===== config.mk =====
export PLATFORM = sky130hd
export DESIGN_NAME = dt_threshold_packer
export DESIGN_NICKNAME = d
export VERILOG_FILES = /design/src/rtl/dt_threshold_packer.sv
export SDC_FILE = /design/constraint.sdc
export NUM_CORES = 1
export LEC_CHECK = 0
export BUFFER_PORTS_ARGS = -buffer_cell sky130_fd_sc_hd__buf_2
export CORE_MARGIN = 3
export CORE_UTILIZATION = 50
export CTS_CLUSTER_DIAMETER = 30
export DETAILED_ROUTE_END_ITERATION = 12
export PLACE_DENSITY = 0.75
export SLEW_MARGIN = 10
export SYNTH_ARGS = -nofsm -noshare
export SYNTH_HDL_FRONTEND = slang
export SYNTH_SLANG_ARGS = --single-unit
export TNS_END_PERCENT = 20

===== constraint.sdc =====
create_clock -name clk -period 2.7 [get_ports clk]
set_clock_uncertainty 0.1 [all_clocks]
set_input_delay 0.405 -clock clk [delete_from_list [all_inputs] [get_ports clk]]
set_output_delay 0.405 -clock clk [all_outputs]
set_load 0.02 [all_outputs]

===== src/rtl/dt_threshold_packer.sv =====
// dt_threshold_packer: streams the 8-bit distance map out of the result RAM
// one pixel per clock, thresholds each pixel (res_di > thr) and packs the
// bits into 16-bit MSB-first words (bit 15 = leftmost pixel) on the pk_* port.
// Optional feature macro: DTP_POPCOUNT_EN adds the fg_cnt foreground counter.
//
// state | meaning
// IDLE  | waiting for start; done holds the result of the previous run
// RUN   | issuing one pixel read per cycle, p = res_addr
// FLUSH | reads finished; draining the capture pipeline until the last word
//       | is written, then done is set and the FSM returns straight to IDLE
//       | (the DONE step is folded into that FLUSH -> IDLE transition)
`timescale 1ns/1ps

module dt_threshold_packer #(
  parameter int IMG_W  = 128,
  parameter int IMG_H  = 128,
  parameter int PIX_AW = 14,
  parameter int WRD_AW = 10
) (
  input  logic              clk,
  input  logic              reset,
  input  logic              start,
  input  logic [7:0]        thr,
  output logic              res_rd,
  output logic [PIX_AW-1:0] res_addr,
  input  logic [7:0]        res_di,
  output logic              pk_wr,
  output logic [WRD_AW-1:0] pk_addr,
  output logic [15:0]       pk_do,
  output logic              done
`ifdef DTP_POPCOUNT_EN
  ,
  output logic [14:0]       fg_cnt
`endif
);

  localparam logic [PIX_AW-1:0] LAST_PIX = PIX_AW'(IMG_W * IMG_H - 1);
  localparam logic [WRD_AW-1:0] LAST_WRD = WRD_AW'(IMG_W * IMG_H / 16 - 1);

  typedef enum logic [1:0] {IDLE, RUN, FLUSH} state_t;

  state_t            state;
  logic [7:0]        thr_q;
  logic              cap_vld;
  logic [PIX_AW-1:0] cap_addr;
  logic [14:0]       sr;
  logic              pix_bit;
  logic              start_acc;

  assign start_acc = (state == IDLE) && start;
  assign pix_bit   = (res_di > thr_q);

  // Sequencer: accepts start, walks the pixel addresses, waits for the last write.
  always_ff @(posedge clk or posedge reset) begin
    if (reset) begin
      state    <= IDLE;
      thr_q    <= 8'd0;
      res_rd   <= 1'b0;
      res_addr <= '0;
      done     <= 1'b0;
    end else begin
      case (state)
        IDLE: begin
          if (start) begin
            thr_q    <= thr;
            done     <= 1'b0;
            res_rd   <= 1'b1;
            res_addr <= '0;
            state    <= RUN;
          end
        end
        RUN: begin
          if (res_addr == LAST_PIX) begin
            res_rd <= 1'b0;
            state  <= FLUSH;
          end else begin
            res_addr <= res_addr + PIX_AW'(1);
          end
        end
        FLUSH: begin
          if (pk_wr && (pk_addr == LAST_WRD)) begin
            done  <= 1'b1;
            state <= IDLE;
          end
        end
        default: state <= IDLE;
      endcase
    end
  end

  // Capture/pack: one cycle behind the read, shift bits in and emit each full word.
  always_ff @(posedge clk or posedge reset) begin
    if (reset) begin
      cap_vld  <= 1'b0;
      cap_addr <= '0;
      sr       <= '0;
      pk_wr    <= 1'b0;
      pk_addr  <= '0;
      pk_do    <= '0;
`ifdef DTP_POPCOUNT_EN
      fg_cnt   <= '0;
`endif
    end else begin
      cap_vld  <= res_rd;
      cap_addr <= res_addr;
      pk_wr    <= 1'b0;
      if (start_acc) begin
        sr <= '0;
`ifdef DTP_POPCOUNT_EN
        fg_cnt <= '0;
`endif
      end else if (cap_vld) begin
        sr <= {sr[13:0], pix_bit};
        if (&cap_addr[3:0]) begin
          pk_wr   <= 1'b1;
          pk_addr <= cap_addr[PIX_AW-1:4];
          pk_do   <= {sr, pix_bit};
        end
`ifdef DTP_POPCOUNT_EN
        fg_cnt <= fg_cnt + 15'(pix_bit);
`endif
      end
    end
  end

endmodule


## Word-level counts from Yosys, hierarchy flattened

Index checks and enable logic that the tools add are counted.

| storage, ports and cells | value |
|---|---|
| word-level logic and storage cells | 53 |
| flip-flop bits (word level) | 83 |
| output and inout bits | 43 |
| input port bits | 19 |

| cells by class | value |
|---|---|
| equal/unequal tests | 8 |
| reductions and logical operators | 13 |
| multiplexer cells | 18 |
| $lt $le $gt $ge | 1 |
| bitwise operators | 1 |
| add/subtract/negate cells | 1 |

Operators with widths:

| cell | number |
|---|---|
| $mux 15 | 2 |
| $mux 14 | 2 |
| $pmux 14 s2 | 1 |
| $add 14x1->14 const B | 1 |
| $eq 14x14->1 const B | 1 |
| $reduce_and 3->1 | 4 |
| $eq 10x10->1 const B | 1 |
| $gt 8x8->1 | 1 |
| $ne 2x2->1 const B | 4 |
| $mux 1 | 7 |
| $mux 2 | 3 |
| $pmux 2 s3 | 1 |
| $reduce_and 6->1 | 1 |
| $reduce_bool 2->1 | 3 |
| $pmux 1 s2 | 2 |
| $reduce_and 4->1 | 1 |
| $eq 2x1->1 const B | 1 |
| $eq 2x2->1 const B | 1 |
| $logic_and 1x1->1 | 2 |
| $logic_not 2->1 | 1 |
| $reduce_and 2->1 | 1 |
| $not 1->1 | 1 |

## Logic depth before layout (Yosys ltp)

| depth | value |
|---|---|
| depth after elaboration | 4 |
| mapped depth | 7 |

## Worst setup path before layout

OpenSTA, ideal clock, no wires.

| timing path | value |
|---|---|
| path kind | register to register |
| from | register res_addr[0] |
| to | register res_addr[12] |
| cell stages (with the launch flop) | 7 |
| library setup time | 0.126 ns |
| data arrival time | 1.672 ns |
| slack | 0.802 ns |
| cells stage by stage | dfrtp_1 ha_1 nand4_1 nor4_4 or2_1 buf_4 a221o_1 |

| on the way | value |
|---|---|
| longest elaborated chain between the ends | 3 |
| elaborated cells between the ends (all ways) | 6 |
| classes of those cells | add/sub: 1; eq/ne: 2; mux: 2; reduce/logical: 1 |

RTL lines:

| element | line | RTL |
|---|---|---|
| start, declared | 25 | `output logic [PIX_AW-1:0] res_addr,` |
| start signal, assigned | 77 | `res_addr <= res_addr + PIX_AW'(1);` |
| $add 14x1->14 or $eq 14x14->1 (tied branches) | 77, 73 |  |
| $mux 14 or $ne 2x2->1 (tied branches) | n/a |  |
| $pmux 14 s2 or $reduce_and 3->1 (tied branches) | n/a |  |

Several ways; a longest one is shown, not always the timed one. The select of a mux whose other input is x is not followed.
A chain may end at the register's enable or synchronous reset.

## Worst setup path after layout

| timing path | value |
|---|---|
| from | register res_addr[0] |
| to | register res_addr[2] |

Same word-level chain as after synthesis.

==> metrics.cfg <==
[placement]
dpl_cell_area_um2 = 3940
pre_cts_slack_ns = 0.703
routabilityCongestion = 0.868
numPortBuffers = 61
placedCellCount = 433
dpl.hpwl_um = 4800

[timing]
hold_viol_final = 0
slew_violations = 0
setup_slack_ns = 0.661
tns_ns = 0
tightest_slew_ns = 0.732
rsz0062_at_grt = false
layout_min_cycle_time_ns = 2.04
slew_headroom_pct = 51.1
setup_viol = 0
post-route-period-util_pct = 75.5
max_freq_ghz = 0.490
hold_slack_ns = 0.0417

[floorplanning]
core_um2 = 6600
ios = 62
rows = 29
design.die.area_um2 = 8100
fp.dieH_um = 90.0
die_w_um = 90.0
initial_utilization_pct = 53.4

[worst_setup_path]
worstPathRequired_ns = 2.86
crit_type = register to register
cp_cell_sequence = ha_1, nand4_1, nor4_4, or2_1, inv_2, a21oi_1
critical_path.max_stage_delay_ns = 0.44
cp.arrival_ns = 2.20
slowest_stage = dfrtp_1
worst-path-max-fanout = 9
startpoint_type = register
cp-end-kind = register

[power]
peakVddDrop_uv = 518
powerDensity_nw_per_um2 = 955
leakagePower_nw = 2.10
power.total_mw = 3.98

[synthesis]
synth_top_area_cell = dfrtp_1
yosys.area.top_type_share_pct = 58.9
ys_warn_count = 0
synth_edf_count = 0
yosys-top-cells-area = dfrtp_1 (59%), mux2_2 (8.3%), mux2i_1 (4.0%), ha_1 (3.2%), nand2_1 (2.0%)
async_flop_share_pct = 100
syn_area_um2 = 3530
syn_avg_cell_area_um2 = 12.3
synth_nets = 314
ys_types = 49
synthCells = 286
ys_ff_latch = 83
synth_flop_cell = dfrtp_1
ys_seq_area_share_pct = 58.9

[layout]
final_common_cell = dfrtp_1
syn_to_final_growth_pct = 18.0
post-route-util_pct = 63.0
stdcell_area_um2 = 4160
drive_gt1_share_pct = 32.6
antenna_cells = 0
fillCellCount = 554
final_cell_mix = dfrtp_1 (83), buf_2 (61), mux2_2 (26)
fin_cells = 449
fin_nets = 379

[global_route]
globalRoute.totalOverflow = 0
grt_pass1_vias = 2387
antenna_found_initial = 0
grt_pass1_wl_um = 11300
grt_usage_pct = 17.3
grt_max_degree = 84

[drt]
ant_nets = 0
first_iter_violations = 136
via_count = 2430
wl_um = 6670
drc = 0
detail_route.wl_per_cell_um = 14.8
avgViaCountPerCell = 5.41
drtPass1Iterations = 4

[clock_tree]
cts_hold_buf = 0
cts.repair.resized = 0
cts_setup_buffers = 0
htreeDepth = 3
cts-buffers-inserted = 9
clkSinkCount = 83
cts_buffer_depth = 2
clkTransAtPathRegs_ns = 0.08
clockRootBuffer = clkbuf_8
insertion_delay_ns = 0.34
tritoncts = built

[worst_hold_path]
hold_path.class = input pin to asynchronous set/reset pin

[outcome]
status = finished clean

[run]
maxCapViolCount = 0

report_power, final:
group	total (mW)	internal, mW	switching, mW	leakage [nW]
logic	1.08	0.469	0.615	0.960
clock network	0.969	0.546	0.423	0.108
registers	1.92	1.63	0.297	1.03
kinds of logic after synthesis:
logic type                 share of synthesized area (%)
adders and majority gates                           3.19
and+or+nand+nor                                     13.2
DFF                                                 58.9
AOI/OAI and AO/OA                                   9.26
buffers and inverters                               3.16
muxes                                               12.3
final cells by class:
cell class | count | area (um^2) | area share, %
clock inverters | 6 | 88.8 | 2.13
well taps | 93 | 116 | 2.80
flip-flops and latches | 83 | 2080 | 49.9
clock buffers | 10 | 138 | 3.31
inverters | 13 | 50.0 | 1.20
repair buffers | 65 | 348 | 8.36
multi-input cells | 179 | 1340 | 32.3
state kept, by name, summed over array words and instances, names as in the netlist:
name	count
state	2
cap_vld	1
res_rd	1
pk_addr	10
cap_addr	14
done	1
pk_do	16
sr	15
pk_wr	1
thr_q	8
res_addr	14
layer usage:
layer  global-route usage (%)  wire, um
met3                     3.76       358
met2                     28.1      3290
met5                        0         0
met4                     7.27        97
met1                     22.7      2920
synth_stat cells, types with 4 or more instances:
cell / n
clkbuf_1: 6
ha_1: 9
o21ai_0: 14
nand2_1: 19
inv_1: 12
nor3_1: 7
o31ai_1: 4
nand4_1: 7
a21oi_1: 5
mux2_2: 26
nand3_1: 4
nor2_1: 18
dfrtp_1: 83
nand2b_1: 4
mux2i_1: 14
critical path, delay by kind of cell (launching register included):
kind            cells  cell delay [ns]
simple gates        3             0.93
fa+ha+maj           1             0.23
flops               1             0.44
compound gates      1             0.16
buf+inv             1             0.11
path summary, 6_finish.rpt:
check | startpoint | to | slack, ns | cells past startpoint
max | res_addr[0] | res_addr[2] | 0.66 | 6
min | reset | pk_do[15] | 0.04 | 3
max reg2reg | res_addr[0] | res_addr[2] | 0.66 | 6
min reg2reg | res_rd | cap_vld | 0.33 | 0
max in group asynchronous | reset | res_addr[3] | 2.14 | 3
min in group clk | thr[7] | thr_q[7] | 0.17 | 3
Power figures use the tool's default switching activity.
